`src/rtl/forward_pkg.sv`:
```
// Shared encodings for the ID-stage forwarding and hazard unit: write-back
// source codes, forwarding select codes, hazard causes and multi-cycle-op FSM states.
package forward_pkg;

    localparam logic [1:0] WRREG_ALURESULT = 2'd0;
    localparam logic [1:0] WRREG_MEMDATA   = 2'd1;
    localparam logic [1:0] WRREG_IMMDATA   = 2'd2;
    localparam logic [1:0] WRREG_PCLINK    = 2'd3;

    typedef enum logic [2:0] {
        FOR_RG_ORI    = 3'd0,
        FOR_RG_WB     = 3'd1,
        FOR_RG_MEM    = 3'd2,
        FOR_RG_EX_IMM = 3'd3,
        FOR_RG_EX_ALU = 3'd4
    } for_rg_e;

    typedef enum logic [1:0] {
        HZ_NONE       = 2'd0,
        HZ_LOAD_USE   = 2'd1,
        HZ_LOP_RAW    = 2'd2,
        HZ_LOP_STRUCT = 2'd3
    } hz_cause_e;

    typedef enum logic {
        LOP_IDLE = 1'b0,
        LOP_BUSY = 1'b1
    } lop_state_e;

endpackage

```
`src/rtl/forward_ctrl_fwd_mux.sv`:
```
// One read port's forwarding path: picks the youngest in-flight producer of
// the port's register (EX > MEM > WB) and falls back to the register file.
module fwd_mux
    import forward_pkg::*;
#(
    parameter int ADDR_W = 5,
    parameter int DATA_W = 32
) (
    input  logic [ADDR_W-1:0] rd_addr,
    input  logic [DATA_W-1:0] rd_data,
    input  logic              ex_reg_write,
    input  logic              ex_dm_read,
    input  logic [1:0]        ex_sel,
    input  logic [ADDR_W-1:0] ex_addr,
    input  logic [DATA_W-1:0] ex_imm,
    input  logic [DATA_W-1:0] ex_alu,
    input  logic              mem_reg_write,
    input  logic [ADDR_W-1:0] mem_addr,
    input  logic [DATA_W-1:0] mem_data,
    input  logic              wb_reg_write,
    input  logic [ADDR_W-1:0] wb_addr,
    input  logic [DATA_W-1:0] wb_data,
    output logic [DATA_W-1:0] f_data
);

    for_rg_e sel;
    logic    ex_hit;

    // A load in EX has no value yet, and other EX sources fall through to MEM.
    assign ex_hit = ex_reg_write && !ex_dm_read && (ex_addr == rd_addr);

    always_comb begin
        sel = FOR_RG_ORI;
        if (ex_hit && ex_sel == WRREG_IMMDATA)
            sel = FOR_RG_EX_IMM;
        else if (ex_hit && ex_sel == WRREG_ALURESULT)
            sel = FOR_RG_EX_ALU;
        else if (mem_reg_write && mem_addr == rd_addr)
            sel = FOR_RG_MEM;
        else if (wb_reg_write && wb_addr == rd_addr)
            sel = FOR_RG_WB;
    end

    always_comb begin
        f_data = rd_data;
        case (sel)
            FOR_RG_EX_IMM: f_data = ex_imm;
            FOR_RG_EX_ALU: f_data = ex_alu;
            FOR_RG_MEM:    f_data = mem_data;
            FOR_RG_WB:     f_data = wb_data;
            default:       f_data = rd_data;
        endcase
    end

endmodule

```
`src/rtl/forward_ctrl.sv`:
```
// ID-stage forwarding and hazard unit: per-port operand forwarding, load-use
// tracking, a single multi-cycle-op countdown scoreboard and a stall counter.
module forward_ctrl
    import forward_pkg::*;
#(
    parameter int NUM_RD   = 3,
    parameter int ADDR_W   = 5,
    parameter int DATA_W   = 32,
    parameter int LOAD_LAT = 1,
    parameter int LOP_CW   = 4,
    parameter int SCNT_W   = 16
) (
    input  logic                     clk,
    input  logic                     rst,
    input  logic [NUM_RD-1:0]        rd_valid,
    input  logic [NUM_RD*ADDR_W-1:0] rd_addr,
    input  logic [NUM_RD*DATA_W-1:0] rd_data,
    input  logic                     adv,
    input  logic                     ex_reg_write,
    input  logic                     ex_dm_read,
    input  logic [1:0]               ex_sel,
    input  logic [ADDR_W-1:0]        ex_addr,
    input  logic [DATA_W-1:0]        ex_imm,
    input  logic [DATA_W-1:0]        ex_alu,
    input  logic                     mem_reg_write,
    input  logic [ADDR_W-1:0]        mem_addr,
    input  logic [DATA_W-1:0]        mem_data,
    input  logic                     wb_reg_write,
    input  logic [ADDR_W-1:0]        wb_addr,
    input  logic [DATA_W-1:0]        wb_data,
    input  logic                     lop_issue,
    input  logic [ADDR_W-1:0]        lop_addr,
    input  logic [LOP_CW-1:0]        lop_cycles,
    output logic [NUM_RD*DATA_W-1:0] f_rd_data,
    output logic                     do_hazard,
    output logic [1:0]               hazard_cause,
    output logic                     lop_busy,
    output logic                     lop_done,
    output logic [SCNT_W-1:0]        stall_cnt
);

    localparam int LDC_W = (LOAD_LAT > 1) ? $clog2(LOAD_LAT) : 1;

    logic              ld_pend;
    logic [LDC_W-1:0]  ld_cnt;
    logic [ADDR_W-1:0] ld_addr;
    logic              ld_start;

    lop_state_e        lop_state, lop_state_nx;
    logic [LOP_CW-1:0] lop_cnt, lop_cnt_nx, issue_cycles;
    logic [ADDR_W-1:0] lop_dest, lop_dest_nx;
    logic              lop_done_nx;

    logic [NUM_RD-1:0] ld_hit, raw_hit;
    hz_cause_e         cause;

    genvar i;
    generate
        for (i = 0; i < NUM_RD; i++) begin : g_port
            logic [ADDR_W-1:0] a;
            assign a = rd_addr[i*ADDR_W +: ADDR_W];

            fwd_mux #(.ADDR_W(ADDR_W), .DATA_W(DATA_W)) u_mux (
                .rd_addr      (a),
                .rd_data      (rd_data[i*DATA_W +: DATA_W]),
                .ex_reg_write (ex_reg_write),
                .ex_dm_read   (ex_dm_read),
                .ex_sel       (ex_sel),
                .ex_addr      (ex_addr),
                .ex_imm       (ex_imm),
                .ex_alu       (ex_alu),
                .mem_reg_write(mem_reg_write),
                .mem_addr     (mem_addr),
                .mem_data     (mem_data),
                .wb_reg_write (wb_reg_write),
                .wb_addr      (wb_addr),
                .wb_data      (wb_data),
                .f_data       (f_rd_data[i*DATA_W +: DATA_W])
            );

            assign ld_hit[i]  = rd_valid[i] &&
                                ((ex_dm_read && ex_reg_write && ex_addr == a) ||
                                 (ld_pend && ld_addr == a));
            assign raw_hit[i] = rd_valid[i] && (lop_state == LOP_BUSY) && (lop_dest == a);
        end
    endgenerate

    // An issue landing on the final countdown cycle is accepted, so it is not a conflict.
    always_comb begin
        cause = HZ_NONE;
        if (|ld_hit)
            cause = HZ_LOAD_USE;
        else if (|raw_hit)
            cause = HZ_LOP_RAW;
        else if (lop_state == LOP_BUSY && lop_issue && lop_cnt != LOP_CW'(1))
            cause = HZ_LOP_STRUCT;
    end

    assign hazard_cause = cause;
    assign do_hazard    = (cause != HZ_NONE);
    assign lop_busy     = (lop_state == LOP_BUSY);

    assign ld_start = adv && !do_hazard && ex_dm_read && ex_reg_write && (LOAD_LAT > 1);

    always_ff @(posedge clk) begin
        if (!rst) begin
            ld_pend <= 1'b0;
            ld_cnt  <= '0;
        end else if (ld_start) begin
            ld_pend <= 1'b1;
            ld_cnt  <= LDC_W'(LOAD_LAT - 1);
        end else if (ld_pend) begin
            ld_cnt <= ld_cnt - LDC_W'(1);
            if (ld_cnt == LDC_W'(1))
                ld_pend <= 1'b0;
        end
    end

    always_ff @(posedge clk) begin
        if (ld_start)
            ld_addr <= ex_addr;
    end

    assign issue_cycles = (lop_cycles == '0) ? LOP_CW'(1) : lop_cycles;

    always_comb begin
        lop_state_nx = lop_state;
        lop_cnt_nx   = lop_cnt;
        lop_dest_nx  = lop_dest;
        lop_done_nx  = 1'b0;
        case (lop_state)
            LOP_IDLE: begin
                if (lop_issue) begin
                    lop_state_nx = LOP_BUSY;
                    lop_cnt_nx   = issue_cycles;
                    lop_dest_nx  = lop_addr;
                end
            end
            LOP_BUSY: begin
                if (lop_cnt == LOP_CW'(1)) begin
                    lop_done_nx = 1'b1;
                    if (lop_issue) begin
                        lop_cnt_nx  = issue_cycles;
                        lop_dest_nx = lop_addr;
                    end else begin
                        lop_state_nx = LOP_IDLE;
                    end
                end else begin
                    lop_cnt_nx = lop_cnt - LOP_CW'(1);
                end
            end
            default: lop_state_nx = LOP_IDLE;
        endcase
    end

    always_ff @(posedge clk) begin
        if (!rst) begin
            lop_state <= LOP_IDLE;
            lop_cnt   <= '0;
            lop_done  <= 1'b0;
        end else begin
            lop_state <= lop_state_nx;
            lop_cnt   <= lop_cnt_nx;
            lop_done  <= lop_done_nx;
        end
    end

    always_ff @(posedge clk) begin
        lop_dest <= lop_dest_nx;
    end

    always_ff @(posedge clk) begin
        if (!rst)
            stall_cnt <= '0;
        else if (do_hazard && stall_cnt != '1)
            stall_cnt <= stall_cnt + SCNT_W'(1);
    end

endmodule

```
`config.mk`:
```
export PLATFORM = sky130hd
export DESIGN_NAME = forward_ctrl
export DESIGN_NICKNAME = d
export VERILOG_FILES = /design/src/rtl/forward_pkg.sv /design/src/rtl/forward_ctrl_fwd_mux.sv /design/src/rtl/forward_ctrl.sv
export SDC_FILE = /design/constraint.sdc
export NUM_CORES = 1
export LEC_CHECK = 0
export ABC_AREA = 1
export CAP_MARGIN = 0
export CORE_AREA = 2 2 153 155
export CTS_BUF_LIST = sky130_fd_sc_hd__clkbuf_16
export CTS_CLUSTER_DIAMETER = 30
export DETAILED_ROUTE_END_ITERATION = 16
export DIE_AREA = 0 0 155 157
export PLACE_DENSITY = 0.68
export SYNTH_ARGS = -nofsm -noshare
export SYNTH_HDL_FRONTEND = slang
export SYNTH_SLANG_ARGS = --single-unit
```
`constraint.sdc`:
```
create_clock -name clk -period 1.9 [get_ports clk]
set_clock_uncertainty 0.15 [all_clocks]
set_input_delay 0.19 -clock clk [delete_from_list [all_inputs] [get_ports clk]]
set_output_delay 0.19 -clock clk [all_outputs]
set_load 0.05 [all_outputs]
```
# ---- After elaboration in Yosys (flattened, before gate mapping)
# Cells that the tools add are included.
dict set report classes {
  muxes 30
  n_bitwise 1
  addsub 3
  n_eq_ne 32
  reduce_logical 46
}
# cell count
set op_table {}
lappend op_table {{$pmux 32 s4} 3}
lappend op_table {{$eq 5x5->1} 12}
lappend op_table {{$logic_and 1x1->1} 35}
lappend op_table {{$mux 3} 9}
lappend op_table {{$eq 3x2->1 const B} 6}
lappend op_table {{$add 16x1->16 const B} 1}
lappend op_table {{$ne 16x16->1 const B} 1}
lappend op_table {{$eq 5x5->1 const A} 3}
lappend op_table {{$mux 4} 3}
lappend op_table {{$mux 5} 2}
lappend op_table {{$pmux 5 s2} 1}
lappend op_table {{$eq 3x1->1 const B} 3}
lappend op_table {{$eq 3x3->1 const B} 3}
lappend op_table {{$pmux 4 s2} 1}
lappend op_table {{$mux 1} 7}
lappend op_table {{$mux 2} 3}
lappend op_table {{$reduce_or 3->1} 2}
lappend op_table {{$eq 4x1->1 const B} 1}
lappend op_table {{$logic_not 4->1} 1}
lappend op_table {{$ne 4x1->1 const B} 1}
lappend op_table {{$reduce_and 2->1} 2}
lappend op_table {{$sub 4x1->4 const B} 1}
lappend op_table {{$logic_or 1x1->1} 3}
lappend op_table {{$eq 2x2->1 const B} 1}
lappend op_table {{other kinds (7)} 7}
dict set report word_totals {
  wordCells 119
  output_inout_bits 117
  in_bits 276
  regBits 29
}

# ---- Depth between registers and ports, before layout
dict set report logic_depth {
  ltp_word 8
  depth_mapped 14
  ltp_nobuf 12
}

# ---- By module
# A second synthesis with hierarchy kept.
dict set report unflattened {
  hier_cells 1497
  area_unflattened_um2 8196.6
}
# mod cells_each area_per_inst_um2 seq_area_each_um2 instances
set by_module_without_submodules {}
lappend by_module_without_submodules {fwd_mux 390 2035.7 0.0 3}
lappend by_module_without_submodules {forward_ctrl 327 2089.5 630.6 1}

# ---- Worst setup path after synthesis
# Ideal clock, no wire load.
dict set report synth_timing {
  path_type {input-to-output}
  from {input rd_addr[6]}
  to {output f_rd_data[35]}
  path_slack_ns -0.486
  path_stages 14
  n_path_buf 2
  arrival_ns 2.046
  t_required_ns 1.560
  path_cell_list {inv_1 > nand2_1 > nand2_1 > nor2_1 > and3_1 > buf_6 > nand2_8 > nand2_4 > inv_4 > nand2_8 > buf_8 > nand2_2 > nor2_1 > a21oi_1}
}
dict set report synth_via {
  elab_chain_cells 8
  word_cells_on_any_way 17
  cone_classes {eq/ne: 7; mux: 5; reduce/logical: 5}
}
# item line_no
set synth_rtl {}
lappend synth_rtl {{start, declared} forward_ctrl.sv:16} ;# input logic [NUM_RD*ADDR_W-1:0] rd_addr,
lappend synth_rtl {{$eq 5x5->1} forward_ctrl_fwd_mux.sv:40} ;# else if (wb_reg_write && wb_addr == rd_addr)
lappend synth_rtl {{$logic_and 1x1->1} forward_ctrl_fwd_mux.sv:40}
lappend synth_rtl {{$mux 1} forward_ctrl_fwd_mux.sv:40}
lappend synth_rtl {{$mux 3} forward_ctrl_fwd_mux.sv:38} ;# else if (mem_reg_write && mem_addr == rd_addr)
lappend synth_rtl {{$mux 3} forward_ctrl_fwd_mux.sv:36} ;# else if (ex_hit && ex_sel == WRREG_ALURESULT)
lappend synth_rtl {{$mux 3 *} forward_ctrl_fwd_mux.sv:34} ;# if (ex_hit && ex_sel == WRREG_IMMDATA)
lappend synth_rtl {{$eq 3x1->1 (tied with other cells)} forward_ctrl_fwd_mux.sv:46} ;# case (sel)
lappend synth_rtl {{$pmux 32 s4 *} forward_ctrl_fwd_mux.sv:46}
lappend synth_rtl {{end, declared} forward_ctrl.sv:34} ;# output logic [NUM_RD*DATA_W-1:0] f_rd_data,
# Mark *: on every way between the ends. The rest lies on a longest branch, timed or not.

# ---- Worst setup path after layout
dict set report layout_timing {
  from {input rd_addr[9]}
  to {output f_rd_data[41]}
}
# The elaborated chain is that of the path after synthesis.

==> flow_summary.toml <==
[run_status]
status = "finished with violations"
violations = "setup timing"

[worst_hold_path]
holdCritStartpoint = "lop_addr[3]"
min_path_type = "input pin to flop"

[clock_tree]
cts.root.buffer_cell = "clkbuf_16"
htreeDepth = 2
ctsLongestPathBuffers = 2
cts_tree = "done"
clkLatencyLatePin_ns = 0.28
path_clk_slew_ns = 0.05
cts_made_buffers = 5
ctsHoldBuffers = 0
cts_sinks = 29

[route]
vias = 12500
post-route-drc-count = 0
dr.pass1.iters = 7
wire_per_inst_um = 25.4
ant_nets = 0
first_iter_violations = 1428
vias_per_cell = 5.92
wl_mm = 53.4

[floorplan]
die_area_um2 = 24300
die_y_um = 157
row_count = 55
io_pins = 393
die_x_um = 155
start_util_pct = 29.0
coreArea_um2 = 22500

[synth]
synth_warnings = 0
synth_most_common_cell = "nand2_1"
synth_edf_count = 5
syn_area_um2 = 6520
seq_area_frac_synth_pct = 9.68
synth.area.top_cells = "nand2_1 (18%), nand4_1 (16%), nand3_1 (9.9%)"
synth_fp_nets = 1503
synth_commonest_cells = "nand2_1 (313), nand4_1 (166), inv_1 (145)"
synth_top_cell_area_share_pct = 18.0
ys_async_sr_fraction_pct = 0
synth_top_cell_by_area = "nand2_1"
synth_cell_type_count = 48
avgSynthCellArea_um2 = 5.32
synthCells = 1224
synth-main-ff-cell = "dfxtp_1"
synth_seq_cells = 29

[grt]
grt_pass1_vias = 12100
grt_pass1_wl_mm = 74.6
grtUsageTotal_pct = 40.4
grt_antenna_before_repair = 12
grt_max_degree = 33
grt-ovfl-total = 0

[placed_design]
gp_congestion = 0.956
hpwl_mm = 35.1
io_buffers = 391
dp.cells = 1979
place_area_um2 = 13400

[sta]
setup_viol_count_final = 115
setup_ws_ns = -0.483
tightest_slew_ns = 0.498
slew-limit-headroom_pct = 66.7
min_period_over_period_pct = 125
rsz0062_at_grt = "yes"
drv_slew = 0
fmax_ghz = 0.420
hold_viol = 0
finalCriticalPeriod_ns = 2.38

[power]
p_int_uw = 3160
total_switching_power_uw = 2370
power.density_nw_per_um2 = 327
p_comb_share_pct = 71.2
clockPowerShare_pct = 16.8
vdd_drop_max_mv = 0.665
p_leak_uw = 0.00701
p_sw_share_pct = 42.9
seqPwrFrac_pct = 12.0

[layout]
stdcell_area_um2 = 16900
drive_above_1_share_pct = 45.4
syn2layout_area_growth_pct = 159
stdcell_count = 2104
fin_util_pct = 75.1
num-nets-final = 2084

[worst_setup_path]
critPathArrivalTime_ns = 2.04
worst-setup-path-type = "input pin to output pin"
crit_required_ns = 1.56
rr_startpoint = "lop_dest[4]"
critPathCaptureType = "output pin"
start_kind = "input pin"
crit_start = "rd_addr[9]"
cp_max_fo = 12

[run]
cap_violations = 0
## area by class of cell
cell class,instances,area [um^2]
antenna,13,32.5
clock inverter,3,41.3
multi-input combinational,958,6870
sequential,29,657
timing repair buffer,653,8170
tap,285,357
inverter,158,643
fill,1608,5610
clock buffer,5,125
## flip-flops by register name, summed over array words and instances (netlist names)
register and flops:
ld_pend 1, lop_cnt 4, lop_done 1, ld_cnt 1
lop_dest 5, stall_cnt 16, lop_busy 1
## through the flow
stage	power (uW)	hold slack [ns]	setup TNS, ns	worst slack (ns)
6_report	5530	0.307	-37.65	-0.483
5_1_grt	5690	0.305	-43.72	-0.497
4_1_cts	5300	0.304	-35.57	-0.455
3_5_place_dp	4030	0.308	-95.94	-1.05
3_3_place_gp	4020	0.295	-92.36	-1.00
2_1_floorplan	2040	0.139	-8.27	-0.140
## cells in the final DEF, fill, tap and decap left out, types with 6 or more instances in the layout
cell type and instances:
and3_4 16, nor2_1 36, buf_2 10, xor2_2 6, a21oi_4 29, nand3_4 12
buf_12 143, nand2_4 38, dfxtp_1 13, buf_16 18, nand2_2 85, o21ai_2 37
buf_6 63, nor2_4 41, nor2_2 18, nand3_1 94, nand4_1 166, inv_4 7
clkdlybuf4s50_1 241, inv_2 24, nand3_2 25, clkbuf_16 10, buf_4 139, nand2_1 198
diode_2 13, inv_1 121, buf_8 22, xor2_1 17, o21ai_1 35, o21ai_0 23
a21oi_2 20, dfxtp_2 6
## metal layers
layer  GRT usage (%)  wire (um)  vias up
met5               0         24        -
met4            26.9       4530        4
met3            10.3       6570      318
met2            67.1      24400     1007
met1            45.8      17900     5763
li1                -          -     5361
## logic make-up (layout without fill, tap and decap cells)
family,after synthesis,after routing,share of synthesized area (%)
compound gates,169,169,14.1
simple gates,756,757,56.4
xor+xnor,29,29,3.90
other cells,0,13,0
fa+ha+maj,3,3,0.576
flops,29,29,9.68
buf+inv,238,819,15.4
## worst max-delay path: stages
cell and delay (ns):
buf_6 0.11, buf_6 0.12, xor2_2 0.17, nor3_2 0.28
nand2b_4 0.09, inv_2 0.10, buf_12 0.17, nand3_2 0.20
and3_4 0.27, a21oi_4 0.16, buf_12 0.15
## worst paths after layout
check             endpoint  slack (ns)  cells after the start
min reg2reg     lop_cnt[3]        0.32                      1
max reg2reg   stall_cnt[0]       -0.13                     13
max          f_rd_data[41]       -0.48                     11
min            lop_dest[3]        0.31                      1
## what timing repair did
item                       4_1_cts  5_1_grt
setup endpoints to repair      119      124
gates resized for setup        546      226
gates cloned                    25        7
setup buffers                   77       18
pin swaps                      160      121
## power groups by stage
stage               clock (uW)  combinational [uW]  sequential, uW
CTS                        936                3700             666
detailed placement           0                3350             679
global route               964                4060             668
global placement             0                3340             677
floorplan                    0                1340             696
finish                     927                3940             666
Note: power is estimated with default switching activity, not from simulation.
